File: src/rtl/router_defs.sv
// Shared definitions for the router packet transmitter: header field widths,
// FSM state encodings and header/parity helpers.
package router_defs;

  localparam int ADDR_W = 2;
  localparam int LEN_W  = 6;
  localparam logic [ADDR_W-1:0] ADDR_INVALID = 2'd3;

  typedef enum logic [2:0] {
    ST_IDLE    = 3'd0,
    ST_FILL    = 3'd1,
    ST_HEADER  = 3'd2,
    ST_PAYLOAD = 3'd3,
    ST_PARITY  = 3'd4,
    ST_DONE    = 3'd5
  } tx_state_t;

  function automatic logic [7:0] make_header(input logic [LEN_W-1:0] len,
                                             input logic [ADDR_W-1:0] addr);
    return {len, addr};
  endfunction

  function automatic logic [7:0] parity_fold(input logic [7:0] acc,
                                             input logic [7:0] data);
    return acc ^ data;
  endfunction

endpackage

File: src/rtl/router_pkt_buf.sv
// Payload staging buffer: synchronous write, combinational read, contents
// deliberately left unreset.
module router_pkt_buf #(
  parameter int DEPTH = 64,
  parameter int AW    = 6
) (
  input  logic          clock,
  input  logic          wr_en,
  input  logic [AW-1:0] wr_addr,
  input  logic [7:0]    wr_data,
  input  logic [AW-1:0] rd_addr,
  output logic [7:0]    rd_data
);

  logic [7:0] mem_r [DEPTH];

  // Payload byte write port
  always_ff @(posedge clock) begin
    if (wr_en) begin
      mem_r[wr_addr] <= wr_data;
    end
  end

  assign rd_data = mem_r[rd_addr];

endmodule

File: src/rtl/router_pkt_tx.sv
// Router packet transmitter: buffers a payload from the byte source, then
// emits header, payload and XOR parity under the router's busy back-pressure.
module router_pkt_tx
  import router_defs::*;
#(
  parameter int MAX_LEN = 63
) (
  input  logic              clock,
  input  logic              reset,
  input  logic              start,
  input  logic [ADDR_W-1:0] dest_addr,
  input  logic [LEN_W-1:0]  payload_len,
  input  logic [7:0]        src_data,
  input  logic              src_valid,
  output logic              src_ready,
  input  logic              busy,
  output logic              pkt_valid,
  output logic [7:0]        data_out,
  output logic              tx_busy,
  output logic              done,
  output logic              err_cfg,
  output logic [7:0]        pkt_count
);

  tx_state_t         state_r, state_nxt_s;
  logic [ADDR_W-1:0] addr_r, addr_nxt_s;
  logic [LEN_W-1:0]  len_r, len_nxt_s;
  logic [LEN_W-1:0]  wr_idx_r, wr_idx_nxt_s, wr_idx_inc_s;
  logic [LEN_W-1:0]  rd_idx_r, rd_idx_nxt_s;
  logic [7:0]        parity_r, parity_nxt_s, parity_beat_s;
  logic [7:0]        data_out_r, data_nxt_s;
  logic              pkt_valid_r, pkt_valid_nxt_s;
  logic              done_r, done_nxt_s;
  logic              err_cfg_r, err_cfg_nxt_s;
  logic [7:0]        pkt_count_r, pkt_count_nxt_s;
  logic              src_ready_r, tx_busy_r;
  logic              wr_en_s;
  logic [7:0]        buf_rd_s;

  router_pkt_buf #(
    .DEPTH (MAX_LEN + 1),
    .AW    (LEN_W)
  ) u_buf (
    .clock   (clock),
    .wr_en   (wr_en_s),
    .wr_addr (wr_idx_r),
    .wr_data (src_data),
    .rd_addr (rd_idx_r),
    .rd_data (buf_rd_s)
  );

  assign wr_idx_inc_s  = wr_idx_r + 6'd1;
  assign parity_beat_s = parity_fold(parity_r, src_data);

  // Next-state and next-register-value decode
  always_comb begin
    state_nxt_s     = state_r;
    addr_nxt_s      = addr_r;
    len_nxt_s       = len_r;
    wr_idx_nxt_s    = wr_idx_r;
    rd_idx_nxt_s    = rd_idx_r;
    parity_nxt_s    = parity_r;
    data_nxt_s      = data_out_r;
    pkt_valid_nxt_s = pkt_valid_r;
    done_nxt_s      = 1'b0;
    err_cfg_nxt_s   = 1'b0;
    pkt_count_nxt_s = pkt_count_r;
    wr_en_s         = 1'b0;
    case (state_r)
      ST_IDLE: begin
        if (start) begin
          if ((dest_addr == ADDR_INVALID) || (payload_len == 6'd0)) begin
            err_cfg_nxt_s = 1'b1;
          end else begin
            addr_nxt_s   = dest_addr;
            len_nxt_s    = payload_len;
            wr_idx_nxt_s = 6'd0;
            rd_idx_nxt_s = 6'd0;
            parity_nxt_s = 8'd0;
            state_nxt_s  = ST_FILL;
          end
        end else begin
          state_nxt_s = ST_IDLE;
        end
      end
      ST_FILL: begin
        if (src_valid) begin
          wr_en_s      = 1'b1;
          wr_idx_nxt_s = wr_idx_inc_s;
          // The header is folded into parity on the same beat it is launched
          if (wr_idx_inc_s == len_r) begin
            data_nxt_s      = make_header(len_r, addr_r);
            pkt_valid_nxt_s = 1'b1;
            parity_nxt_s    = parity_fold(parity_beat_s, make_header(len_r, addr_r));
            state_nxt_s     = ST_HEADER;
          end else begin
            parity_nxt_s = parity_beat_s;
          end
        end else begin
          state_nxt_s = ST_FILL;
        end
      end
      ST_HEADER: begin
        if (!busy) begin
          data_nxt_s   = buf_rd_s;
          rd_idx_nxt_s = 6'd1;
          state_nxt_s  = ST_PAYLOAD;
        end else begin
          state_nxt_s = ST_HEADER;
        end
      end
      ST_PAYLOAD: begin
        if (!busy) begin
          if (rd_idx_r == len_r) begin
            data_nxt_s      = parity_r;
            pkt_valid_nxt_s = 1'b0;
            state_nxt_s     = ST_PARITY;
          end else begin
            data_nxt_s   = buf_rd_s;
            rd_idx_nxt_s = rd_idx_r + 6'd1;
          end
        end else begin
          state_nxt_s = ST_PAYLOAD;
        end
      end
      ST_PARITY: begin
        if (!busy) begin
          data_nxt_s      = 8'd0;
          done_nxt_s      = 1'b1;
          pkt_count_nxt_s = pkt_count_r + 8'd1;
          state_nxt_s     = ST_DONE;
        end else begin
          state_nxt_s = ST_PARITY;
        end
      end
      ST_DONE: begin
        state_nxt_s = ST_IDLE;
      end
      default: begin
        state_nxt_s = ST_IDLE;
      end
    endcase
  end

  // State, counters, parity accumulator and registered outputs
  always_ff @(posedge clock) begin
    if (reset) begin
      state_r     <= ST_IDLE;
      addr_r      <= 2'd0;
      len_r       <= 6'd0;
      wr_idx_r    <= 6'd0;
      rd_idx_r    <= 6'd0;
      parity_r    <= 8'd0;
      data_out_r  <= 8'd0;
      pkt_valid_r <= 1'b0;
      done_r      <= 1'b0;
      err_cfg_r   <= 1'b0;
      pkt_count_r <= 8'd0;
      src_ready_r <= 1'b0;
      tx_busy_r   <= 1'b0;
    end else begin
      state_r     <= state_nxt_s;
      addr_r      <= addr_nxt_s;
      len_r       <= len_nxt_s;
      wr_idx_r    <= wr_idx_nxt_s;
      rd_idx_r    <= rd_idx_nxt_s;
      parity_r    <= parity_nxt_s;
      data_out_r  <= data_nxt_s;
      pkt_valid_r <= pkt_valid_nxt_s;
      done_r      <= done_nxt_s;
      err_cfg_r   <= err_cfg_nxt_s;
      pkt_count_r <= pkt_count_nxt_s;
      src_ready_r <= (state_nxt_s == ST_FILL);
      tx_busy_r   <= (state_nxt_s != ST_IDLE);
    end
  end

  assign src_ready = src_ready_r;
  assign pkt_valid = pkt_valid_r;
  assign data_out  = data_out_r;
  assign tx_busy   = tx_busy_r;
  assign done      = done_r;
  assign err_cfg   = err_cfg_r;
  assign pkt_count = pkt_count_r;

endmodule

File: config.mk
export PLATFORM = sky130hd
export DESIGN_NAME = router_pkt_tx
export DESIGN_NICKNAME = d
export VERILOG_FILES = /design/src/rtl/router_defs.sv /design/src/rtl/router_pkt_buf.sv /design/src/rtl/router_pkt_tx.sv
export SDC_FILE = /design/constraint.sdc
export NUM_CORES = 1
export LEC_CHECK = 0
export ABC_AREA = 1
export ABC_CLOCK_PERIOD_IN_PS = 2200
export CAP_MARGIN = 20
export CORE_ASPECT_RATIO = 0.7
export CORE_MARGIN = 3
export CORE_UTILIZATION = 25
export DETAILED_ROUTE_END_ITERATION = 8
export SYNTH_ARGS = -nofsm -noshare
export SYNTH_HDL_FRONTEND = slang
export SYNTH_SLANG_ARGS = --single-unit
export TNS_END_PERCENT = 100
File: constraint.sdc
create_clock -name clock -period 2.2 [get_ports clock]
set_clock_uncertainty 0.15 [all_clocks]
set_input_delay 0.44 -clock clock [delete_from_list [all_inputs] [get_ports clock]]
set_output_delay 0.44 -clock clock [all_outputs]
set_load 0.01 [all_outputs]
==> reports/results.tsv, run 1 <==
stage	metric	value	unit
status	status	finished with violations	
status	violations	setup timing	
floorplanning	dieArea	0.0986	mm²
synth	synth-seq-cells	570	
clock_network	cts_buffers	52	
sta	rsz0062_at_grt	true	
synth	synth_warnings	0	
place	routabilityCongestion	0.885	
global_route	antenna_found_initial	3	
worst_setup_path	crit_chain	buf_12 -> buf_12 -> buf_12 -> nand2_1 -> nand3_1 -> nand3_1 -> nand3_2 -> nand2_1 -> nand2_1 -> nand3_1 -> nand2_2 -> nand2_1 -> nand2_1 -> nand2_1 -> a21oi_1	
pwr	worst_ir_drop_vdd	0.482	mV
worst_setup_path	r2r_cells	15	
worst_setup_path	worstPathBufferInverterCount	3	
floorplanning	dieHeight	264	µm
global_route	grt.overflow.total	0	
synth	synth_flop_cell	edfxtp_1	
detailed_routing	via_count	17400	
synth	yosysTopAreaCell	edfxtp_1	
synth	yosysMostFrequentCell	nand2_1	
pwr	total_power	0.0225	W
clock_network	clkSinkCount	570	
sta	slew_headroom	65.9	%
sta	fmax	0.454	GHz
floorplanning	fp.dieW	374	µm
detailed_routing	ant_nets	0	
pwr	leakagePower	10.7	nW
floorplanning	rows	93	
sta	fin_ws	-0.00199	ns
worst_setup_path	crit_family	simple AND/OR/NAND/NOR gates	
global_route	grt_pass1_vias	16200	
clock_network	cts_hold_buf	0	
sta	period_minus_slack	2.20	ns
worst_setup_path	endpoint_kind	flop	
detailed_routing	wl_per_cell	19.7	µm
synth	synth_cell_types	40	
worst_setup_path	slowest_delay	0.35	ns
global_route	grt_max_degree	65	
clock_network	clockBufferDepth	3	
synth	syn_area	0.0237	mm²
synth	synth_edf_count	512	
worst_setup_path	crit_cells	15	
worst_setup_path	crit_top_cell	nand2_1	
synth	synth_common_cells	nand2_1, edfxtp_1, nand3_1	
place	dp_hpwl	47300	µm
sta	final_max_slew_viol_count	0	
pwr	p_per_area	756	mW/mm²
synth	synth_fp_nets	2229	
detailed_routing	firstDrtPassIters	7	
global_route	grt_pass1_wl	106000	µm
run	cap_violations	0	
detailed_routing	drc	0	
sta	setup_viol	1	
sta	finalHoldViolCount	0	
clock_network	clkSlewWorstSetupHoldPaths	0.07	ns
finish	fillCellCount	9307	
floorplanning	io_pins	42	
sta	tightest_slew	0.512	ns
hold_path	hp-class	in2reg	
floorplanning	start_util	25.5	%
synth	synthCells	2205	
hold_path	hold_depth	1	
worst_setup_path	slowest_stage	dfxtp_4	
sta	setup_tns	-0.00199	ns
global_route	grt_util_all_layers	14.2	%
clock_network	clk_latency	0.60	ns
place	io_buffers	41	
synth	synth_area_leaders	edfxtp_1, nand2_1, nand3_1	
worst_setup_path	critPathMaxFanout	12	
finish	area_growth	25.8	%
clock_network	cts_tree	yes	
synth	postSynthAreaPerCell	10.8	µm²
detailed_routing	drt-total-wl	72600	µm
sta	period_share	100	%
synth	async_reset_ff_share	0	%
synth	yosysSeqAreaShare	69.7	%
clock_network	htree_levels	2	
finish	fin_nets	2432	
worst_setup_path	worst_setup_path_start_kind	flop	
finish	post_route_cells_drive_above_1_share	19.5	%
worst_setup_path	crit_type	reg2reg	
clock_network	clock-root-buffer	clkbuf_16	
worst_setup_path	worstPathArrival	2.51	ns
detailed_routing	dr.first_iter.drc_count	2442	
worst_setup_path	cp.required	2.51	ns
detailed_routing	viasPerCell	4.73	
floorplanning	core_area	0.0930	mm²
synth	synth_top_area_share	64.8	%
## sequential cells by signal (all words and copies together) (netlist names), named ones only
signal and count:
rd_idx_r 6, state_r 3, data_out 8, src_ready 1
tx_busy 1, done 1, addr_r 2, pkt_count 8
parity_r 8, u_buf.mem_r 512, wr_idx_r 6, err_cfg 1
pkt_valid 1, len_r 6
## layer usage
metal	wire length (µm)	vias up	GRT usage, %	share of wire [%]
li1	-	8064	-	-
met2	28600	869	19.2	39
met4	1340	0	2.99	1.8
met3	8690	83	3.78	12
met1	34000	8425	22.3	47
met5	0	-	0	0
## final cells by class
class | instances | area (µm²) | share of cell area (%)
diodes | 2 | 5.00 | 0.0168
clock buffers | 65 | 1420 | 4.77
clock inverters | 29 | 203 | 0.679
inverters | 58 | 240 | 0.805
multi-input cells | 1454 | 7080 | 23.7
flip-flops and latches | 570 | 16600 | 55.5
well taps | 1235 | 1550 | 5.18
repair buffers | 271 | 2780 | 9.31
repair inverters | 1 | 8.76 | 0.0294
## metrics by stage
step	instance area, µm²	util [%]	hold WS [ns]	setup slack, ns	std cells
3_3_place_gp	27100	29.2	0.301	-0.312	3575
3_5_place_dp	27100	29.2	0.305	-0.310	3575
4_1_cts	29500	31.7	0.140	-0.000000222	3678
2_1_floorplan	23700	-	0.320	0.0407	2205
5_1_grt	29800	32.1	0.139	-0.112	3684
6_report	29800	32.1	0.148	-0.00199	3685
## worst reg2reg max path: stages (launching register included)
cell     delay, ns
dfxtp_4       0.35
buf_12        0.17
buf_12        0.17
buf_12        0.15
nand2_1       0.07
nand3_1       0.14
nand3_1       0.14
nand3_2       0.14
nand2_1       0.17
nand2_1       0.07
nand3_1       0.09
nand2_2       0.08
nand2_1       0.06
nand2_1       0.05
nand2_1       0.05
a21oi_1       0.05
## worst paths after layout
check | start | end | slack [ns]
worst max-delay path | flop | data_out[2]$_SDFFE_PP0P_ | -0.002
worst min-delay path | src_data[5] | u_buf.mem_r[48][5]$_DFFE_PP_ | 0.15
worst max register to register | flop | data_out[2]$_SDFFE_PP0P_ | -0.002
worst min register to register | data_out[2]$_SDFFE_PP0P_ | data_out[2]$_SDFFE_PP0P_ | 0.32
## power by group
part	switching [W]	internal, W
Combinational	0.00115	0.000600
Sequential	0.0000573	0.0118
Clock	0.00408	0.00482
## timing repair
| action | CTS | global route |
|---|---|---|
| setup endpoints to repair | 9 | 137 |
| buffers inserted | 2 | 2 |
| gates resized for setup | 121 | 49 |
| pin swaps | 32 | 10 |
| gates cloned | 7 | 3 |
## cell usage in the layout (no fill, tap or decap), drive strengths merged, types with 4 or more instances in the layout
master / instances
nand3: 503
xnor2: 8
nand4: 5
clkbuf: 68
or2: 4
nand2: 714
xor2: 10
edfxtp: 512
clkdlybuf4s50: 33
clkinv: 25
inv: 58
dfxtp: 58
nor3: 10
o21ai: 21
nor2: 123
buf: 233
a21oi: 38
## cells by family after synthesis
| family | Yosys count | synth area share (%) |
|---|---|---|
| xor+xnor | 18 | 0.665 |
| simple gates | 1366 | 24.8 |
| fa+ha+maj | 3 | 0.158 |
| compound gates | 67 | 1.49 |
| buf+inv | 181 | 3.12 |
| flops | 570 | 69.7 |
Note: power is estimated with default switching activity, not from simulation.
==> run 2: changes to the inputs <==
--- a/config.mk
+++ b/config.mk
@@ -6,10 +6,10 @@
 export NUM_CORES = 1
 export LEC_CHECK = 0
 export ABC_AREA = 1
-export ABC_CLOCK_PERIOD_IN_PS = 2200
-export CAP_MARGIN = 20
+export ABC_CLOCK_PERIOD_IN_PS = 1800
+export CAP_MARGIN = 40
 export CORE_ASPECT_RATIO = 0.7
-export CORE_MARGIN = 3
+export CORE_MARGIN = 4
 export CORE_UTILIZATION = 25
 export DETAILED_ROUTE_END_ITERATION = 8
 export SYNTH_ARGS = -nofsm -noshare
==> constraint.sdc (replaced) <==
create_clock -name clock -period 1.8 [get_ports clock]
set_clock_uncertainty 0.15 [all_clocks]
set_input_delay 0.36 -clock clock [delete_from_list [all_inputs] [get_ports clock]]
set_output_delay 0.36 -clock clock [all_outputs]
set_load 0.01 [all_outputs]
==> run 2 against run 1 <==
  * Sequential cell count did not move
  * Power rose by 27%
  * Final area rose by 7.2%
  * The run still ends with setup timing left
  * Highest routed layer unchanged
==> reports/results.tsv, run 2 (synthesis gave the netlist of run 1 again) <==
stage	metric	value	unit	change
status	status	finished with violations		unchanged
status	violations	setup timing		unchanged
global_route	grt.overflow.total	0		unchanged
global_route	grt_pass1_wl	106000	µm	about the same
clock_network	cts_buffers	51		was 52
pwr	total_power	0.0286	W	was 0.0225 W
clock_network	htree_levels	2		unchanged
finish	final_common_cell	nand2_1		unchanged
finish	final_cell_mix	nand2_1, edfxtp_1, nand3_1		unchanged
detailed_routing	firstDrtPassIters	5		was 7
sta	tightest_slew	0.483	ns	was 0.512 ns
place	routabilityCongestion	0.859		was 0.885
floorplanning	dieHeight	266	µm	was 264 µm
worst_setup_path	worstPathArrival	2.63	ns	was 2.51 ns
sta	fmax	0.444	GHz	was 0.454 GHz
sta	finalHoldViolCount	0		unchanged
global_route	grt_max_degree	61		was 65
finish	num_antenna_cells	0		was 2
detailed_routing	via_count	17700		was 17400
clock_network	cts_hold_buf	0		unchanged
floorplanning	io_pins	42		unchanged
global_route	grt_util_all_layers	14.0	%	was 14.2%
worst_setup_path	crit_type	reg2reg		unchanged
pwr	leakagePower	11.6	nW	was 10.7 nW
hold_path	hp-class	in2reg		unchanged
global_route	antenna_found_initial	1		was 3
worst_setup_path	endpoint_kind	flop		unchanged
worst_setup_path	critPathMaxFanout	8		was 12
clock_network	cts_tree	yes		unchanged
place	place_area	0.0279	mm²	was 0.0271 mm²
clock_network	clkSinkCount	570		unchanged
run	cap_violations	0		unchanged
sta	setup_tns	-42.84	ns	was -0.00199 ns
sta	setup_viol	471		was 1
floorplanning	fp.dieW	376	µm	was 374 µm
floorplanning	core_area	0.0940	mm²	was 0.0930 mm²
detailed_routing	viasPerCell	4.68		was 4.73
sta	fin_ws	-0.452	ns	was -0.00199 ns
finish	fin_area	0.0320	mm²	was 0.0298 mm²
sta	period_minus_slack	2.25	ns	was 2.20 ns
finish	area_growth	34.9	%	was 25.8%
place	io_buffers	41		unchanged
place	dp_hpwl	45800	µm	was 47300 µm
detailed_routing	drc	0		unchanged
detailed_routing	wl_per_cell	19.1	µm	was 19.7 µm
sta	final_max_slew_viol_count	0		unchanged
clock_network	clockBufferDepth	3		unchanged
sta	rsz0062_at_grt	true		unchanged
finish	largest_reg_flops	512		unchanged
detailed_routing	ant_nets	0		unchanged
floorplanning	rows	94		was 93
floorplanning	dieArea	0.0999	mm²	was 0.0986 mm²
worst_setup_path	worst_setup_path_start_kind	flop		unchanged
sta	period_share	125	%	was 100%
detailed_routing	dr.first_iter.drc_count	1930		was 2442
place	dpl.cell_count	3636		was 3575
clock_network	clkSlewWorstSetupHoldPaths	0.07	ns	about the same
finish	fillCellCount	9223		was 9307
finish	fin_nets	2511		was 2432
global_route	grt_pass1_vias	16800		was 16200
worst_setup_path	cp.required	2.18	ns	was 2.51 ns
pwr	p_per_area	895	mW/mm²	was 756 mW/mm²
pwr	worst_ir_drop_vdd	0.634	mV	was 0.482 mV
sta	slew_headroom	67.8	%	was 65.9%
floorplanning	start_util	25.2	%	was 25.5%
finish	post_route_cells_drive_above_1_share	28.5	%	was 19.5%
finish	top_register	u_buf.mem_r		unchanged
clock_network	clk_latency	0.62	ns	was 0.60 ns
finish	layout.cells.non_filler	3777		was 3685
detailed_routing	drt-total-wl	72300	µm	was 72600 µm
clock_network	clock-root-buffer	clkbuf_16		unchanged
run 2: cell count changes in the layout (fill, tap and decap cells not counted), sizes merged:
cell	before	now
buf	233	310
bufbuf	2	1
bufinv	2	7
clkbuf	68	73
clkdlybuf4s15	0	5
clkdlybuf4s50	33	12
clkinv	25	21
clkinvlp	3	2
diode	2	0
dlygate4sd2	0	15
inv	58	59
run 2: worst max-delay path: stages, from the launching register on:
cell and delay, ns:
dfxtp_4 0.38, buf_12 0.20, buf_12 0.17, buf_16 0.13, buf_6 0.10, nand2_1 0.05, nand3_2 0.08, nand3_1 0.10
nand3_2 0.10, nand2_2 0.09, nand2_2 0.07, nand3_2 0.11, nand2_2 0.11, nand2_1 0.05, nand2_1 0.05, nand2_1 0.06
a21oi_1 0.11
run 2: per-layer routing:
| metal | part of all wire [%] | wire, µm | vias up | track usage [%] |
|---|---|---|---|---|
| li1 | - | - | 8246 | - |
| met1 | 47 | 34000 | 8589 | 21.6 |
| met2 | 41 | 29700 | 757 | 19.2 |
| met3 | 10 | 7410 | 83 | 3.93 |
| met4 | 1.6 | 1160 | 0 | 2.98 |
| met5 | 0 | 0 | - | 0 |
run 2: path summary, 6_finish.rpt:
kind,start,endpoint,slack [ns],cells past startpoint
worst min register to register,pkt_count[7]$_SDFFE_PP0P_,pkt_count[7]$_SDFFE_PP0P_,0.31,1
worst max register to register,flop,data_out[5]$_SDFFE_PP0P_,-0.45,16
worst max-delay path,flop,data_out[5]$_SDFFE_PP0P_,-0.45,16
worst min-delay path,src_data[7],u_buf.mem_r[1][7]$_DFFE_PP_,0.04,1
run 2: cell type report:
type                    instances  area [µm²]  share of cell area (%)
repair inverters                2        22.5                  0.0704
clock buffers                  66        1380                    4.30
multi-input cells            1454        7890                    24.7
flip-flops and latches        570       16600                    51.8
inverters                      58         255                   0.798
well taps                    1248        1560                    4.88
clock inverters                29         348                    1.09
repair buffers                350        3960                    12.4
run 2: per-stage QoR:
stage | util, % | hold WS, ns | setup slack [ns]
4_1_cts | 33.3 | 0.0112 | -0.368
3_5_place_dp | 29.7 | 0.308 | -0.638
2_1_floorplan | - | 0.309 | -0.251
3_3_place_gp | 29.7 | 0.303 | -0.663
6_report | 34.0 | 0.0380 | -0.452
5_1_grt | 34.0 | 0.0257 | -0.538
run 2: repair_timing:
action,in CTS,in global routing
buffers inserted,26,10
endpoints found under the setup margin,571,570
gates cloned,8,7
resized for setup,351,146
pin swaps,58,59
run 2: where the power goes:
part	switching, W	internal, W	leakage, nW
clock	0.00502	0.00644	0.850
combinational	0.00162	0.00100	5.66
sequential	0.0000671	0.0145	5.08
